## config.mk

```make
export PLATFORM = sky130hd
export DESIGN_NAME = riscv_ifetch
export DESIGN_NICKNAME = d
export VERILOG_FILES = /design/src/rtl/riscv_pkg.sv /design/src/rtl/riscv_ifetch_fifo.sv /design/src/rtl/riscv_ifetch.sv
export SDC_FILE = /design/constraint.sdc
export NUM_CORES = 1
export LEC_CHECK = 0
export ABC_AREA = 1
export CORE_MARGIN = 1.5
export CORE_UTILIZATION = 40
export DETAILED_ROUTE_END_ITERATION = 6
export PLACE_DENSITY = 0.65
export SYNTH_ARGS = -nofsm -noshare
export SYNTH_HDL_FRONTEND = slang
export SYNTH_SLANG_ARGS = --single-unit
```

## constraint.sdc

```tcl
create_clock -name clk -period 3.8 [get_ports clk]
set_input_delay 0.76 -clock clk [delete_from_list [all_inputs] [get_ports clk]]
set_output_delay 0.76 -clock clk [all_outputs]
set_load 0.02 [all_outputs]
```

## src/rtl/riscv_pkg.sv

```systemverilog
// riscv_pkg: shared RISC-V widths, reset vector and fetch-entry type
package riscv_pkg;
  localparam int XLEN = 32;
  localparam int ILEN = 32;
  localparam logic [XLEN-1:0] DEFAULT_RESET_PC = 32'h0000_0000;
  typedef struct packed {
    logic [XLEN-1:0] pc;
    logic [ILEN-1:0] inst;
  } fetch_entry_t;
  function automatic logic [XLEN-1:0] word_align(input logic [XLEN-1:0] a);
    return a & ~XLEN'(3);
  endfunction
endpackage

```

## src/rtl/riscv_ifetch_fifo.sv

```systemverilog
// riscv_ifetch_fifo: 2-entry {pc, inst} queue with push, pop and flush
module riscv_ifetch_fifo import riscv_pkg::*; (
  input  logic                 clk,
  input  logic                 rst,
  input  logic                 push,
  input  logic                 pop,
  input  logic                 flush,
  input  logic [XLEN+ILEN-1:0] din,
  output logic [XLEN+ILEN-1:0] dout,
  output logic [1:0]           count
);
  logic [XLEN+ILEN-1:0] mem [2];
  logic wp, rp, do_push, do_pop;
  assign do_pop = pop && count != 2'd0;
  assign do_push = push && (count != 2'd2 || do_pop);
  assign dout = mem[rp];
  always_ff @(posedge clk) begin
    if (do_push) mem[wp] <= din;
  end
  always_ff @(posedge clk) begin
    if (rst || flush) begin
      wp <= 1'b0;
      rp <= 1'b0;
      count <= 2'd0;
    end else begin
      wp <= wp ^ do_push;
      rp <= rp ^ do_pop;
      count <= count + 2'(do_push) - 2'(do_pop);
    end
  end
endmodule

```

## src/rtl/riscv_ifetch.sv

```systemverilog
// riscv_ifetch: credit-limited instruction fetch with redirect and stale-response dropping
module riscv_ifetch import riscv_pkg::*; #(
  parameter logic [XLEN-1:0] RESET_PC = DEFAULT_RESET_PC
) (
  input  logic            clk,
  input  logic            rst,
  output logic            imem_req_valid,
  input  logic            imem_req_ready,
  output logic [XLEN-1:0] imem_req_addr,
  input  logic            imem_rsp_valid,
  input  logic [ILEN-1:0] imem_rsp_data,
  input  logic            redirect_valid,
  input  logic [XLEN-1:0] redirect_pc,
  output logic            inst_valid,
  input  logic            inst_ready,
  output logic [ILEN-1:0] inst,
  output logic [XLEN-1:0] inst_pc
);
  logic [XLEN-1:0] pc, rsp_pc;
  logic [1:0] outstanding, stale, fifo_count, out_next;
  logic req_fire, push, pop;
  logic [XLEN+ILEN-1:0] head_bits;
  fetch_entry_t head;
  assign imem_req_valid = !rst && ({1'b0, outstanding} + {1'b0, fifo_count} < 3'd2);
  assign imem_req_addr = pc;
  assign req_fire = imem_req_valid && imem_req_ready;
  // live requests are consecutive and end at pc-4, so the oldest sits outstanding words back
  assign rsp_pc = pc - XLEN'({outstanding, 2'b00});
  assign push = imem_rsp_valid && stale == 2'd0 && !redirect_valid;
  assign pop = inst_valid && inst_ready;
  assign out_next = outstanding + 2'(req_fire) - 2'(imem_rsp_valid);
  assign inst_valid = fifo_count != 2'd0;
  assign head = fetch_entry_t'(head_bits);
  assign inst = inst_valid ? head.inst : '0;
  assign inst_pc = inst_valid ? head.pc : '0;
  riscv_ifetch_fifo u_fifo (
    .clk   (clk),
    .rst   (rst),
    .push  (push),
    .pop   (pop),
    .flush (redirect_valid),
    .din   ({rsp_pc, imem_rsp_data}),
    .dout  (head_bits),
    .count (fifo_count)
  );
  always_ff @(posedge clk) begin
    if (rst) begin
      pc <= word_align(RESET_PC);
      outstanding <= 2'd0;
      stale <= 2'd0;
    end else begin
      outstanding <= out_next;
      pc <= redirect_valid ? word_align(redirect_pc) : req_fire ? pc + XLEN'(4) : pc;
      stale <= redirect_valid ? out_next : stale - 2'(imem_rsp_valid && stale != 2'd0);
    end
  end
endmodule

```

==> out/results.txt, run 1 <==
CTS root buffer -> clkbuf_16
HP Start -> imem_req_addr[2]$_SDFFE_PP0P_
Placed Area -> 9870 um2
FMAX -> 0.318 GHz
Status -> complete, no violations
Initial Util -> 41.0%
TritonCTS clock tree -> built
Worst Tran Pin Value -> 0.734 ns
DR WL/cell -> 14.7 um
GRT Residual Overflow -> 0
EDFF count, synth -> 124
CTS Sinks -> 162
Area taken by multi-input logic gates -> 3010 um2
Row cnt -> 51
Max rail drop VDD -> 0.279 mV
Post_cts resized -> 0
Post-synth top flop -> edfxtp_1
Tmin final -> 3.14 ns
Family with the most delay on the worst path -> buffers and inverters
Worst-path cell chain -> nor2_4, buf_4, a21oi_1, clkdlybuf4s50_1
Synthesis-to-finish area growth -> 30.9%
Worst path bufs/invs -> 2
H-tree levels -> 4
Nets -> 1148
Residual DRC -> 0
Max Cap Viol -> 0
# IOs -> 168
Mapped Cells -> 915
Reg area -> 4490 um2
Fraction of the yosys area taken by sequential cells -> 56.0%
Longest Clk Path Bufs -> 2
Avg Cell Area, Syn -> 8.76 um2
Critical path fanouts, max -> 26
N_diodes -> 0
Inserted Clock Buffers -> 17
Fraction of registers with async set or reset after synthesis -> 0%
Global-route wire length before repair -> 30800 um
Worst Setup SP -> u_fifo.count[1]$_SDFF_PP0_
Slew HR -> 50.9%
P_leak -> 3.92 nW
Die H -> 145 um
Pins Over Slew Limit -> 0
Layout cell share with drive strength beyond 1 -> 7.14%
Worst Setup Path Type -> flip-flop to primary output
Largest net degree at the start of global routing -> 65
Distinct cells, synth -> 35
Fill cells -> 1791
Setup crit end kind -> primary output
HP Class -> flip-flop to flip-flop
Post-DP HPWL -> 13600 um
RSZ-0062 raised after global routing -> false
Worst path max stage delay -> 0.57 ns
DR pass1 iterations -> 5
Yosys warning count -> 0
Worst skew pair latency -> 0.42 ns
Port-buffer cells -> 161
Tot GR Track Use -> 19.4%
Drt total wl -> 19700 um
Startpoint Class -> flip-flop
Vias per Instance -> 4.81
Initial antenna violation count -> 0
Via count -> 6469
Setup Fix Bufs, Post-CTS -> 0
Hold Vio Cnt, Final -> 0
Synthesized cell area -> 8010 um2
ANT nets after route -> 0
Die Width -> 145 um
# hold bufs at CTS -> 0
Final setup skew -> 0.0153 ns
Vias in the first global route -> 6116
Worst R2R Start -> u_fifo.count[0]$_SDFF_PP0_
Final period utilization -> 82.7%
Worst-path clk slew -> 0.07 ns
CP max stage cell -> clkdlybuf4s50_1
Initial drt markers -> 354
Tot Pwr -> 4.61 mW
Critical Path AT -> 2.38 ns
Final GP Congestion -> 0.824
Power Dens Cells -> 439 nW/um2
Fin Setup TNS -> 0 ns
Die footprint -> 20900 um2
Post-synthesis register bit count -> 162
Final Instance Area -> 10500 um2
Req. time, crit path -> 3.04 ns
Endpoints failing setup -> 0
CORE AREA -> 19500 um2
-- area by class of cell --
class	instances	area share, %
sequential	162	42.8
tap	265	3.16
inverter	89	3.19
clock buffer	18	4.09
multi-input combinational	624	28.7
clock inverter	14	1.79
timing repair buffer	172	16.3
-- synth_stat cells, drive strengths merged (2+ instances only) --
cell type / instances / area, um2
fa: 2 / 40.0
nor3: 4 / 25.0
xnor2: 3 / 26.3
nor2: 99 / 434
inv: 89 / 334
a31oi: 8 / 50.1
ha: 10 / 125
a21oi: 87 / 435
nand2: 282 / 1070
dfxtp: 38 / 761
o21ai: 31 / 155
buf: 22 / 123
xor2: 31 / 272
nand4: 6 / 37.5
or2: 3 / 18.8
nand3: 49 / 255
clkbuf: 21 / 80.1
edfxtp: 124 / 3720
-- cell usage in the layout (no fill, tap or decap), drive strengths merged, types with 2 or more instances in the layout --
master / n
ha: 10
inv: 90
nor2: 99
fa: 2
nor3: 4
o21ai: 31
a31oi: 8
xor2: 31
clkbuf: 18
nand4: 6
clkinv: 4
or2: 3
dfxtp: 38
xnor2: 3
nand2: 282
edfxtp: 124
buf: 11
clkinvlp: 5
conb: 4
a21oi: 87
bufinv: 4
clkdlybuf4s50: 161
nand3: 49
-- worst register-to-register path, stage by stage (launching register included) --
cell     delay (ns)
dfxtp_1        0.39
nand2_1        0.07
inv_1          0.06
fa_1           0.41
inv_1          0.08
nand3_2        0.07
inv_2          0.06
nand2_2        0.09
nand2_1        0.56
inv_1          0.26
nand2_1        0.11
a31oi_1        0.08
-- path summary, 6_finish.rpt --
check | endpoint | slack (ns) | cells after the start
setup / recovery | inst_pc[13] | 0.66 | 4
hold / removal | imem_req_addr[2]$_SDFFE_PP0P_ | 0.55 | 2
setup reg to reg | imem_req_addr[11]$_SDFFE_PP0P_ | 1.42 | 11
hold reg to reg | imem_req_addr[2]$_SDFFE_PP0P_ | 0.55 | 2
-- report_power, final --
part           internal, mW  total [mW]  switching [mW]
combinational         0.296       0.725           0.430
sequential             2.03        2.11          0.0733
clock                  1.10        1.77           0.678
-- registers in the layout (all words and copies together), names as in the netlist --
signal / flops
imem_req_addr: 30
stale: 2
outstanding: 2
u_fifo.wp: 1
u_fifo.mem: 124
u_fifo.rp: 1
u_fifo.count: 2
-- metal layers --
| metal | vias to the layer above | wire length, um | global-route usage, % |
|---|---|---|---|
| met5 | - | 0 | 0 |
| met4 | 0 | 371 | 6.86 |
| met3 | 25 | 1280 | 4.21 |
| met2 | 221 | 9180 | 31.8 |
| met1 | 2934 | 8860 | 25.2 |
| li1 | 3289 | - | - |
-- cell families (layout without fill, tap and decap cells) --
group | Yosys count | after routing | synth area share [%]
AO/OA/AOI/OAI | 128 | 128 | 8.18
adder cells (fa/ha/maj) | 12 | 12 | 2.06
buffers and inverters | 132 | 293 | 6.70
other | 1 | 4 | 0.0468
AND/OR/NAND/NOR | 446 | 446 | 23.3
flip-flops | 162 | 162 | 56.0
XOR/XNOR | 34 | 34 | 3.72
-- per-stage QoR --
stage	std cells	utilization, %	setup WS, ns	hold slack [ns]
2_1_floorplan	918	-	0.312	0.497
3_3_place_gp	1312	50.6	0.941	0.538
3_5_place_dp	1312	50.6	0.933	0.532
4_1_cts	1344	53.7	0.605	0.546
5_1_grt	1344	53.7	0.492	0.604
6_report	1344	53.7	0.657	0.548
No activity file was read; power rests on OpenSTA's default activity.
==> inputs of run 2 (changes only) <==
PLACE_DENSITY = 0.68   (was 0.65)
clock period = 2.7 ns   (was 3.8 ns; I/O delays follow)
==> run 2 against run 1 <==
- global-route usage decreased by 0.41 points
- die area unchanged
- sequential power increased by 41%
- combinational power increased by 43%
- clock skew decreased by 0.0047 ns
- power increased by 39%
- non-clock buffer count increased by 4
- routed wire length decreased by 0.52%
- clock-buffer cell count unchanged
- worst setup slack got worse by 0.59 ns
- critical path type unchanged
==> out/results.txt, run 2 (same netlist as run 1, synthesis figures left out) <==
Tot GR Track Use -> 18.9% (-0.41 points)
Max Cap Viol -> 0 (unchanged)
Final period utilization -> 97.4%
HP Class -> flip-flop to flip-flop
Max rail drop VDD -> 0.449 mV (+61%)
Most frequent cells in the layout -> nand2_1 (277), clkdlybuf4s50_1 (147), edfxtp_1 (124), a21oi_1 (87), inv_1 (85)
Critical path fanouts, max -> 64 (+150%)
P_sw -> 1.66 mW (+40%)
Global-route wire length before repair -> 30100 um (-2.3%)
Die footprint -> 20900 um2 (unchanged)
Reg area -> 4490 um2 (about the same)
Final GP Congestion -> 0.864 (+4.9%)
Clock network power share -> 37.4% (-1.1 points)
Final setup skew -> 0.0107 ns (-0.00466 ns)
Worst-path clk slew -> 0.07 ns (about the same)
Largest net degree at the start of global routing -> 65 (unchanged)
Worst Setup Path Type -> flip-flop to primary output
Row cnt -> 51 (unchanged)
Max FFs per register -> 124 (unchanged)
Status -> complete, no violations
Startpoint Class -> flip-flop
Setup Fix Bufs, Post-CTS -> 0 (unchanged)
Top reg by flops -> u_fifo.mem
Final Non-Filler Cells -> 1348 (+0.30%)
Tot Pwr -> 6.39 mW (+39%)
Synthesis-to-finish area growth -> 32.3%
TritonCTS clock tree -> built
Worst Tran Pin Value -> 0.520 ns (-0.214 ns)
Vias in the first global route -> 6095 (-0.34%)
Vias per Instance -> 4.84 (+0.52%)
Worst-path cell chain -> nor2_4, buf_12, a21oi_1, clkdlybuf4s50_1
Worst path max stage delay -> 0.65 ns (+0.08 ns)
Nets -> 1152 (+0.35%)
FMAX -> 0.380 GHz
CORE AREA -> 19500 um2 (unchanged)
P_leak -> 4.20 nW (+7.0%)
Setup crit end kind -> primary output
CP max stage cell -> clkdlybuf4s50_1
Drt total wl -> 19600 um (-0.52%)
N_diodes -> 0 (unchanged)
Sw Share -> 25.9% (+0.29 points)
Placed cells -> 1316 (+0.30%)
Initial Util -> 41.0% (unchanged)
DR pass1 iterations -> 5 (unchanged)
Worst skew pair latency -> 0.42 ns (about the same)
Combinational Power Share -> 16.2% (+0.5 points)
Flop pwr share -> 46.4% (+0.7 points)
Initial antenna violation count -> 0 (unchanged)
Endpoints failing setup -> 0 (unchanged)
Fin Setup TNS -> 0 ns (unchanged)
Post-route setup slack -> 0.0702 ns (-0.586 ns)
Tmin final -> 2.63 ns
Place WS -> 0.230 ns (-0.704 ns)
Post-DP HPWL -> 13700 um (+0.13%)
# IOs -> 168 (unchanged)
Area taken by multi-input logic gates -> 3010 um2 (unchanged)
Most common cell after layout, fill and taps aside -> nand2_1
H-tree levels -> 4 (unchanged)
Critical Path AT -> 2.09 ns (-0.29 ns)
Fill cells -> 1754 (-2.1%)
CTS Sinks -> 162 (unchanged)
ANT nets after route -> 0 (unchanged)
Pins Over Slew Limit -> 0 (unchanged)
Req. time, crit path -> 2.16 ns (-0.88 ns)
Die Width -> 145 um (unchanged)
Int Pwr -> 4.74 mW (+38%)
CTS root buffer -> clkbuf_16
Via count -> 6522 (+0.82%)
Die H -> 145 um (unchanged)
Slew HR -> 65.2% (+14 points)
Port-buffer cells -> 161 (unchanged)
Layout cell share with drive strength beyond 1 -> 7.48% (+0.34 points)
Inserted Clock Buffers -> 17 (unchanged)
GRT Residual Overflow -> 0 (unchanged)
RSZ-0062 raised after global routing -> true
DR WL/cell -> 14.5 um (-0.82%)
Hold Vio Cnt, Final -> 0 (unchanged)
Initial drt markers -> 377 (+6.5%)
Residual DRC -> 0 (unchanged)
Power Dens Cells -> 603 nW/um2 (+37%)
Util after Layout -> 54.3% (+0.56 points)
Longest Clk Path Bufs -> 2 (unchanged)
[run 2: cell types whose count changed in the layout (fill, tap and decap cells not counted), moves of 2 or more]
cell	previous run	this run
clkdlybuf4s50_1	161	147
buf_12	1	6
buf_6	0	2
dlymetal6s2s_1	0	13
buf_4	10	7
[run 2: final cells by class]
class / count / area share, %
repair buffers: 176 / 17.3
clock buffers: 18 / 4.05
flip-flops and latches: 162 / 42.3
well taps: 265 / 3.13
clock inverters: 14 / 1.55
multi-input cells: 624 / 28.4
inverters: 89 / 3.15
[run 2: power groups by stage]
stage	sequential [mW]	clock [mW]	combinational (mW)
after global placement	3.02	0	1.03
after floorplan	3.02	0	0.595
after CTS	2.97	2.43	1.05
final	2.97	2.39	1.04
after global routing	2.98	2.54	1.15
after detailed placement	3.02	0	1.05
[run 2: worst max-delay path, delay by kind of cell (launching register included)]
kind / cells / cell delay, ns
AOI/OAI and AO/OA: 1 / 0.25
buffers and inverters: 2 / 0.84
DFF: 1 / 0.47
and+or+nand+nor: 1 / 0.06
[run 2: path summary, 6_finish.rpt]
| check | depth (start not counted) | from | end | slack (ns) |
|---|---|---|---|---|
| max reg2reg | 12 | u_fifo.count[0]$_SDFF_PP0_ | stale[0]$_SDFF_PP0_ | 0.50 |
| min reg2reg | 2 | imem_req_addr[2]$_SDFFE_PP0P_ | imem_req_addr[2]$_SDFFE_PP0P_ | 0.55 |
| max | 4 | u_fifo.count[1]$_SDFF_PP0_ | inst_pc[28] | 0.07 |
| min | 2 | imem_req_addr[2]$_SDFFE_PP0P_ | imem_req_addr[2]$_SDFFE_PP0P_ | 0.55 |
[run 2: metal layers]
layer	wire [um]	part of all wire [%]	track usage [%]	vias to the layer above
li1	-	-	-	3295
met1	8480	43	24.2	2938
met2	9160	47	31.4	260
met3	1470	7.5	3.94	29
met4	479	2.4	7.66	0
met5	0	0	0	-
[run 2: timing repair]
item | in CTS | in global routing
endpoints found under the setup margin | 52 | 14
hold buffers | 0 | 0
gates resized for setup | 3 | 14
endpoints found under the hold margin | 0 | 0
gates cloned | 0 | 0
[run 2: stage by stage]
stage | instance area [um2] | hold slack, ns
4_1_cts | 10600 | 0.549
5_1_grt | 10600 | 0.604
2_1_floorplan | 8020 | 0.497
6_report | 10600 | 0.553
3_3_place_gp | 9960 | 0.535
3_5_place_dp | 9960 | 0.536
==> inputs of run 3 (changes only) <==
CAP_MARGIN = 20   (was default)
==> results of run 3 <==
Same layout as run 2: the final DEF is identical, and so are final timing and power.
